--- src/rtl/eth_pcs_tx_blk_sched.sv ---
// rtl/eth_pcs_tx_blk_sched.sv - 64b/66b PCS transmit block scheduler feeding a gearbox
//
// Holds one sync header + 64-bit payload and presents it to the gearbox one
// W_DATA slice at a time. When upstream has no block at a load point, an idle
// block is substituted instead. A gearbox transfer index that disagrees with
// the internal phase drops the scheduler back to alignment.
//
// Ports:
//   i_clk, i_reset                 clock, asynchronous active-high reset
//   i_blk_valid/sync/data          upstream block, o_blk_ready accepts it
//   i_gb_clk_en, i_gb_trans_cnt    gearbox consume strobe and transfer index
//   o_sync_data, o_scr_data        sync header and payload slice to gearbox
//   i_clr_cnt                      clears o_idle_cnt, o_blk_cnt, o_align_err
//   o_idle_cnt, o_blk_cnt          inserted idle / accepted block counters
//   o_hdr_err, o_align_err         bad-header pulse, sticky alignment error

module eth_pcs_tx_blk_sched #(
  parameter int                W_DATA          = 32,
  parameter int                W_SYNC          = 2,
  parameter int                TRANS_PER_BLK   = 64 / W_DATA,
  parameter int                W_TRANS_PER_BLK = (TRANS_PER_BLK > 1) ? $clog2(TRANS_PER_BLK) : 1,
  parameter logic [W_SYNC-1:0] IDLE_SYNC       = 2'b01,
  parameter logic [63:0]       IDLE_DATA       = 64'h0000_0000_0000_001E
) (
  input  logic                       i_clk,
  input  logic                       i_reset,
  input  logic                       i_blk_valid,
  input  logic [W_SYNC-1:0]          i_blk_sync,
  input  logic [63:0]                i_blk_data,
  output logic                       o_blk_ready,
  input  logic                       i_gb_clk_en,
  input  logic [W_TRANS_PER_BLK-1:0] i_gb_trans_cnt,
  output logic [W_SYNC-1:0]          o_sync_data,
  output logic [W_DATA-1:0]          o_scr_data,
  input  logic                       i_clr_cnt,
  output logic [15:0]                o_idle_cnt,
  output logic [31:0]                o_blk_cnt,
  output logic                       o_hdr_err,
  output logic                       o_align_err
);

  localparam logic ST_ALIGN = 1'b0;
  localparam logic ST_RUN   = 1'b1;

  localparam logic [W_TRANS_PER_BLK-1:0] LAST_PHASE = W_TRANS_PER_BLK'(TRANS_PER_BLK - 1);

  logic                       state;
  logic [W_TRANS_PER_BLK-1:0] phase;
  logic [W_SYNC-1:0]          hold_sync;
  logic [63:0]                hold_data;

  logic cnt_match;
  logic align_load;
  logic run_load;
  logic misalign;
  logic load;
  logic hdr_bad;

  always_comb begin
    cnt_match  = (i_gb_trans_cnt == phase);
    // Leaving alignment uses the gearbox's last index as the block boundary,
    // so the first transfer after it is slice 0 of a fresh block.
    align_load = (state == ST_ALIGN) && i_gb_clk_en && (i_gb_trans_cnt == LAST_PHASE);
    run_load   = (state == ST_RUN) && i_gb_clk_en && cnt_match && (phase == LAST_PHASE);
    misalign   = (state == ST_RUN) && i_gb_clk_en && !cnt_match;
    load       = align_load || run_load;
    hdr_bad    = (&i_blk_sync) || (~|i_blk_sync);
    // Reset gates ready so nothing is accepted while reset is held.
    o_blk_ready = load && !i_reset;
  end

  assign o_sync_data = hold_sync;

  // Explicit slice mux keeps out-of-range indices at zero instead of
  // reading past the payload.
  always_comb begin
    o_scr_data = '0;
    for (int i = 0; i < TRANS_PER_BLK; i++) begin
      if (i_gb_trans_cnt == W_TRANS_PER_BLK'(i)) begin
        o_scr_data = hold_data[i*W_DATA +: W_DATA];
      end
    end
  end

  always_ff @(posedge i_clk or posedge i_reset) begin
    if (i_reset) begin
      state       <= ST_ALIGN;
      phase       <= '0;
      hold_sync   <= IDLE_SYNC;
      hold_data   <= IDLE_DATA;
      o_idle_cnt  <= '0;
      o_blk_cnt   <= '0;
      o_hdr_err   <= 1'b0;
      o_align_err <= 1'b0;
    end else begin
      o_hdr_err <= load && i_blk_valid && hdr_bad;

      if (load) begin
        state <= ST_RUN;
        phase <= '0;
        if (i_blk_valid) begin
          hold_sync <= i_blk_sync;
          hold_data <= i_blk_data;
          o_blk_cnt <= o_blk_cnt + 32'd1;
        end else begin
          hold_sync <= IDLE_SYNC;
          hold_data <= IDLE_DATA;
          if (o_idle_cnt != 16'hFFFF) begin
            o_idle_cnt <= o_idle_cnt + 16'd1;
          end
        end
      end else if (misalign) begin
        state       <= ST_ALIGN;
        phase       <= '0;
        hold_sync   <= IDLE_SYNC;
        hold_data   <= IDLE_DATA;
        o_align_err <= 1'b1;
      end else if ((state == ST_RUN) && i_gb_clk_en) begin
        phase <= phase + W_TRANS_PER_BLK'(1);
      end

      // Placed last so a clear overrides any same-cycle increment or set.
      if (i_clr_cnt) begin
        o_idle_cnt  <= '0;
        o_blk_cnt   <= '0;
        o_align_err <= 1'b0;
      end
    end
  end

endmodule

--- config.mk ---
export PLATFORM = sky130hd
export DESIGN_NAME = eth_pcs_tx_blk_sched
export DESIGN_NICKNAME = d
export VERILOG_FILES = /design/src/rtl/eth_pcs_tx_blk_sched.sv
export SDC_FILE = /design/constraint.sdc
export NUM_CORES = 1
export LEC_CHECK = 0
export ABC_CLOCK_PERIOD_IN_PS = 5200
export CORE_UTILIZATION = 48
export CTS_CLUSTER_DIAMETER = 80
export CTS_CLUSTER_SIZE = 40
export DETAILED_ROUTE_END_ITERATION = 16
export GPL_TIMING_DRIVEN = 0
export PLACE_DENSITY = 0.8
export SYNTH_ARGS = -nofsm -noshare
export SYNTH_HDL_FRONTEND = slang
export SYNTH_SLANG_ARGS = --single-unit
--- constraint.sdc ---
create_clock -name i_clk -period 5.2 [get_ports i_clk]
set_input_delay 1.56 -clock i_clk [delete_from_list [all_inputs] [get_ports i_clk]]
set_output_delay 1.56 -clock i_clk [all_outputs]
set_load 0.02 [all_outputs]
# Word-level counts from Yosys, hierarchy flattened
# Index checks and enable logic that the tools add are counted.
# Widths: inputs -> output; s select.
[classes] reduce_logical=25 bitwise_logic=1 n_eq_ne=4 muxes=22 addsub=3
[op_table] operator="$mux 64" count=3
[op_table] operator="$mux 32" count=4
[op_table] operator="$mux 16" count=4
[op_table] operator="$add 32x1->32 const B" count=1
[op_table] operator="$add 16x1->16 const B" count=1
[op_table] operator="$ne 16x16->1 const B" count=1
[op_table] operator="$reduce_bool 2->1" count=5
[op_table] operator="$logic_and 1x1->1" count=9
[op_table] operator="$mux 1" count=8
[op_table] operator="$mux 2" count=3
[op_table] operator="$reduce_and 2->1" count=3
[op_table] operator="$logic_not 1->1" count=3
[op_table] operator="$reduce_and 3->1" count=1
[op_table] operator="$reduce_bool 3->1" count=1
[op_table] operator="$logic_or 1x1->1" count=2
[op_table] operator="$ne 2x1->1 const B" count=1
[op_table] operator="$ne 2x2->1 const B" count=1
[op_table] operator="$reduce_or 2->1" count=1
[op_table] operator="$add 1x1->1 const B" count=1
[op_table] operator="$eq 1x1->1" count=1
[op_table] operator="$not 1->1" count=1
[totals] elab_cells=63 register_bits=118 output_inout_bits=85 in_bits=72

# Depth between registers and ports, before layout
# Gate-level depths: netlist (run 1).
[depth] word_depth=6 mapped_depth=8 mapped_depth_nobuf=5

# Least setup slack after synthesis (run 1)
# No wires, ideal clock.
[synth_timing] kind="in2out" start="input port i_gb_trans_cnt" end="output port o_scr_data[10]" arrival_ns=2.659 t_required_ns=3.640 n_path_buf=2 path_slack_ns=0.981 path_stages=3 path_cell_list="buf_1 clkbuf_1 mux2_2"
[synth_between] elab_chain_len=1
[synth_rtl] element="start, declared" line_no="32" rtl="input logic [W_TRANS_PER_BLK-1:0] i_gb_trans_cnt,"
[synth_rtl] element="$mux 32" line_no="79" rtl="if (i_gb_trans_cnt == W_TRANS_PER_BLK'(i)) begin"
[synth_rtl] element="end, declared" line_no="34" rtl="output logic [W_DATA-1:0] o_scr_data,"
# No other way between the ends.

# Worst setup path after layout (run 1)
[layout_timing] start="input port i_gb_trans_cnt" end="output port o_scr_data[9]"
# Same word-level chain as after synthesis.

==> metrics.json, run 1 <==
{
  "synth.yosys.seq_area_share": {"value": 0.5291},
  "final.fill_count": {"value": 878},
  "floorplan.core_area": {"value": 11370, "unit": "um^2"},
  "worst-endpoint-required": {"value": 3.64, "unit": "ns"},
  "floorplan.rows": {"value": 39},
  "grt_pass1_vias": {"value": 4849},
  "antenna-diode-count": {"value": 0},
  "mappedNetlistArea": {"value": 5593, "unit": "um^2"},
  "ys_dominant_reg_cell": {"value": "sky130_fd_sc_hd__dfrtp_1"},
  "vias": {"value": 4894},
  "pwr_density": {"value": 365.5, "unit": "nW/um^2"},
  "final_layout_size_suffix_gt1_frac": {"value": 0.1412},
  "wl": {"value": 15070, "unit": "um"},
  "synth.lib_cells_used.distinct": {"value": 36},
  "ios": {"value": 157},
  "post_synth.cell_area_avg": {"value": 11.19, "unit": "um^2"},
  "die_x": {"value": 109.9, "unit": "um"},
  "yosys-top-cells-area": {"value": "sky130_fd_sc_hd__dfrtp_1, sky130_fd_sc_hd__a22o_1, sky130_fd_sc_hd__mux2_2"},
  "arrival": {"value": 3.55, "unit": "ns"},
  "postRouteAntennaNets": {"value": 0},
  "synth_seq_cells": {"value": 118},
  "yosysMostFrequentCell": {"value": "sky130_fd_sc_hd__dfrtp_1"},
  "clock.fmax": {"value": 0.1957, "unit": "GHz"},
  "post-cts-setup-buffers": {"value": 0},
  "largest_area_contributor_in_the_synthesized_netlist": {"value": "sky130_fd_sc_hd__dfrtp_1"},
  "grt_pass1_wl": {"value": 24040, "unit": "um"},
  "finalCriticalPeriod": {"value": 5.110, "unit": "ns"},
  "die-height": {"value": 109.9, "unit": "um"},
  "grt_setup_unrepaired": {"value": "false"},
  "critPathCaptureType": {"value": "output pin"},
  "critical_path_peak_fanout": {"value": 10},
  "post_route_setup_tns": {"value": 0, "unit": "ns"},
  "synthCells": {"value": 500},
  "tritoncts_clock_tree": {"value": "done"},
  "stdcell_count": {"value": 830},
  "areaGrowthSynthToFinish": {"value": 42.68, "unit": "%"},
  "mappedNetlistNets": {"value": 574},
  "status": {"value": "finished, final reports clean"},
  "worst_slew_pin_slew": {"value": 0.5740, "unit": "ns"},
  "initial_core_util": {"value": 0.4919},
  "drt-pass1-iter-count": {"value": 5},
  "cts.path.max_buffers": {"value": 2},
  "finalNetCount": {"value": 748},
  "clkLatencyLatePin": {"value": 0.40, "unit": "ns"},
  "vdd_drop_max": {"value": 0.2243, "unit": "mV"},
  "critical_path.startpoint_type": {"value": "input port"},
  "gp_routability_congestion": {"value": 0.8881},
  "avgViaCountPerCell": {"value": 5.896},
  "clock-skew-final": {"value": 0.008313, "unit": "ns"},
  "port_buffers": {"value": 154},
  "utilization": {"value": 0.7019},
  "asyncSetResetFlopFracSynth": {"value": 1.000},
  "dr.first_iter.drc_count": {"value": 261},
  "min_path_type": {"value": "reg -> reg"},
  "wire_per_inst": {"value": 18.16, "unit": "um"},
  "total_power_consumption_of_the_routed_design": {"value": 2.917, "unit": "mW"},
  "drc": {"value": 0},
  "path_class": {"value": "in -> out"},
  "tritoncts.num_buffers": {"value": 17},
  "synth.yosys.warnings": {"value": 0},
  "maximum_number_of_pins_on_one_net_before_global_route_repair": {"value": 62},
  "synth_commonest_cells": {"value": "sky130_fd_sc_hd__dfrtp_1, sky130_fd_sc_hd__a22o_1, sky130_fd_sc_hd__mux2_2"},
  "grt_resource_usage_total": {"value": 0.2601},
  "maxCapViolCount": {"value": 0},
  "cts_max_level": {"value": 4},
  "root_buffer": {"value": "sky130_fd_sc_hd__clkbuf_16"},
  "grt_antenna_before_repair": {"value": 0},
  "global_route.overflow_total": {"value": 0},
  "clkSlewWorstSetupHoldPaths": {"value": 0.05, "unit": "ns"},
  "max_slew_margin": {"value": 0.6148},
  "cts.sink_count": {"value": 118},
  "p_leak": {"value": 3.333, "unit": "nW"},
  "fp.dieArea": {"value": 12090, "unit": "um^2"},
  "finalHoldViolCount": {"value": 0},
  "place.detailed.hpwl": {"value": 10330, "unit": "um"},
  "timing.final.setup_violations": {"value": 0},
  "synth_top_area_share": {"value": 0.5056},
  "synth_enable_flop_cells": {"value": 0},
  "report.final.slew_viol_count": {"value": 0},
  "placed_cells_incl_taps": {"value": 798},
  "period_share": {"value": 0.9826}
}
==> cell usage in the layout (no fill, tap or decap), drive strengths merged, types with 18 or more instances in the layout <==
| cell | netlist | final |
|---|---|---|
| mux2 | 47 | 47 |
| nand2 | 22 | 22 |
| a21oi | 28 | 28 |
| clkbuf | 27 | 48 |
| or4 | 20 | 20 |
| a22o | 61 | 61 |
| nor2 | 24 | 24 |
| o31ai | 18 | 18 |
| clkdlybuf4s50 | 0 | 154 |
| dfrtp | 113 | 113 |
==> cells by family (layout without fill, tap and decap cells) <==
family | count (synthesis) | after routing | share of synthesized area
AND/OR/NAND/NOR | 155 | 155 | 0.1591
AO/OA/AOI/OAI | 125 | 125 | 0.1664
flip-flops | 118 | 118 | 0.5291
multiplexers | 47 | 47 | 0.09463
buffers and inverters | 44 | 231 | 0.03221
XOR/XNOR | 9 | 9 | 0.01409
adder cells (fa/ha/maj) | 2 | 2 | 0.004474
==> through the flow <==
stage	hold WS [ns]	instance area (um^2)	setup slack (ns)
after floorplan	0.4673	5593	0.5192
after global placement	0.4820	7313	-1.137
after detailed placement	0.4865	7346	-0.3709
after CTS	0.5018	7980	0.04458
after global routing	0.5078	7980	0.01113
final	0.4974	7980	0.09045
==> power breakdown <==
part	switching [mW]	internal (mW)
registers	0.0704	1.04
logic	0.276	0.300
clock network	0.405	0.827
total	0.751	2.17
==> worst paths after layout <==
check | startpoint | slack (ns) | depth (start not counted) | endpoint
min reg2reg | hold_data[34]$_DFFE_PP0P_ | 0.50 | 1 | hold_data[34]$_DFFE_PP0P_
min | hold_data[34]$_DFFE_PP0P_ | 0.50 | 1 | hold_data[34]$_DFFE_PP0P_
max reg2reg | state$_DFFE_PP0P_ | 2.83 | 6 | o_idle_cnt[15]$_DFFE_PP0P_
min in group asynchronous | i_reset | 1.61 | 2 | o_idle_cnt[3]$_DFFE_PP0P_
max in group asynchronous | i_reset | 2.85 | 3 | hold_data[1]$_DFFE_PP1P_
max | i_gb_trans_cnt | 0.09 | 5 | o_scr_data[9]
==> sequential cells by signal (all words and copies together), names as in the netlist <==
name / count
hold_data: 64
o_blk_cnt: 32
o_idle_cnt: 16
o_sync_data: 2
o_align_err: 1
o_hdr_err: 1
phase: 1
state: 1
==> what timing repair did <==
item / 4_1_cts / 5_1_grt
setup endpoints to repair: 28 / 23
hold buffers: 0 / 0
resized for setup: 4 / 3
gates cloned: 0 / 0
==> area by class of cell <==
| class | instances | area (um^2) | share of cell area |
|---|---|---|---|
| Buffer | 38 | 162.7 | 0.02038 |
| Clock buffer | 24 | 511.7 | 0.06413 |
| Clock inverter | 8 | 117.6 | 0.01474 |
| Inverter | 6 | 27.53 | 0.003449 |
| Multi-Input combinational cell | 338 | 2454 | 0.3075 |
| Sequential cell | 118 | 2959 | 0.3708 |
| Tap cell | 143 | 178.9 | 0.02242 |
| Timing Repair Buffer | 155 | 1569 | 0.1966 |
==> routing by layer <==
layer	routed length, um	share of wire	vias to the layer above	GRT usage
met1	6368	0.42	2421	0.3308
li1	-	-	2256	-
met5	0	0	-	0
met2	7333	0.49	192	0.4192
met3	1073	0.071	25	0.06639
met4	297	0.020	0	0.1124
==> worst max-delay path: stages <==
cell and delay [ns]:
sky130_fd_sc_hd__clkdlybuf4s50_1 0.50, sky130_fd_sc_hd__buf_2 0.26, sky130_fd_sc_hd__buf_2 0.30, sky130_fd_sc_hd__mux2_2 0.38
sky130_fd_sc_hd__clkdlybuf4s50_1 0.54
(Power assumes the default switching activity.)
==> inputs of run 2 (changes only) <==
--- a/config.mk
+++ b/config.mk
@@ -5,7 +5,6 @@
 export SDC_FILE = /design/constraint.sdc
 export NUM_CORES = 1
 export LEC_CHECK = 0
-export ABC_CLOCK_PERIOD_IN_PS = 5200
 export CORE_UTILIZATION = 48
 export CTS_CLUSTER_DIAMETER = 80
 export CTS_CLUSTER_SIZE = 40
==> results of run 2 <==
Same layout as run 1: the final DEF is identical, and so are final timing and power.
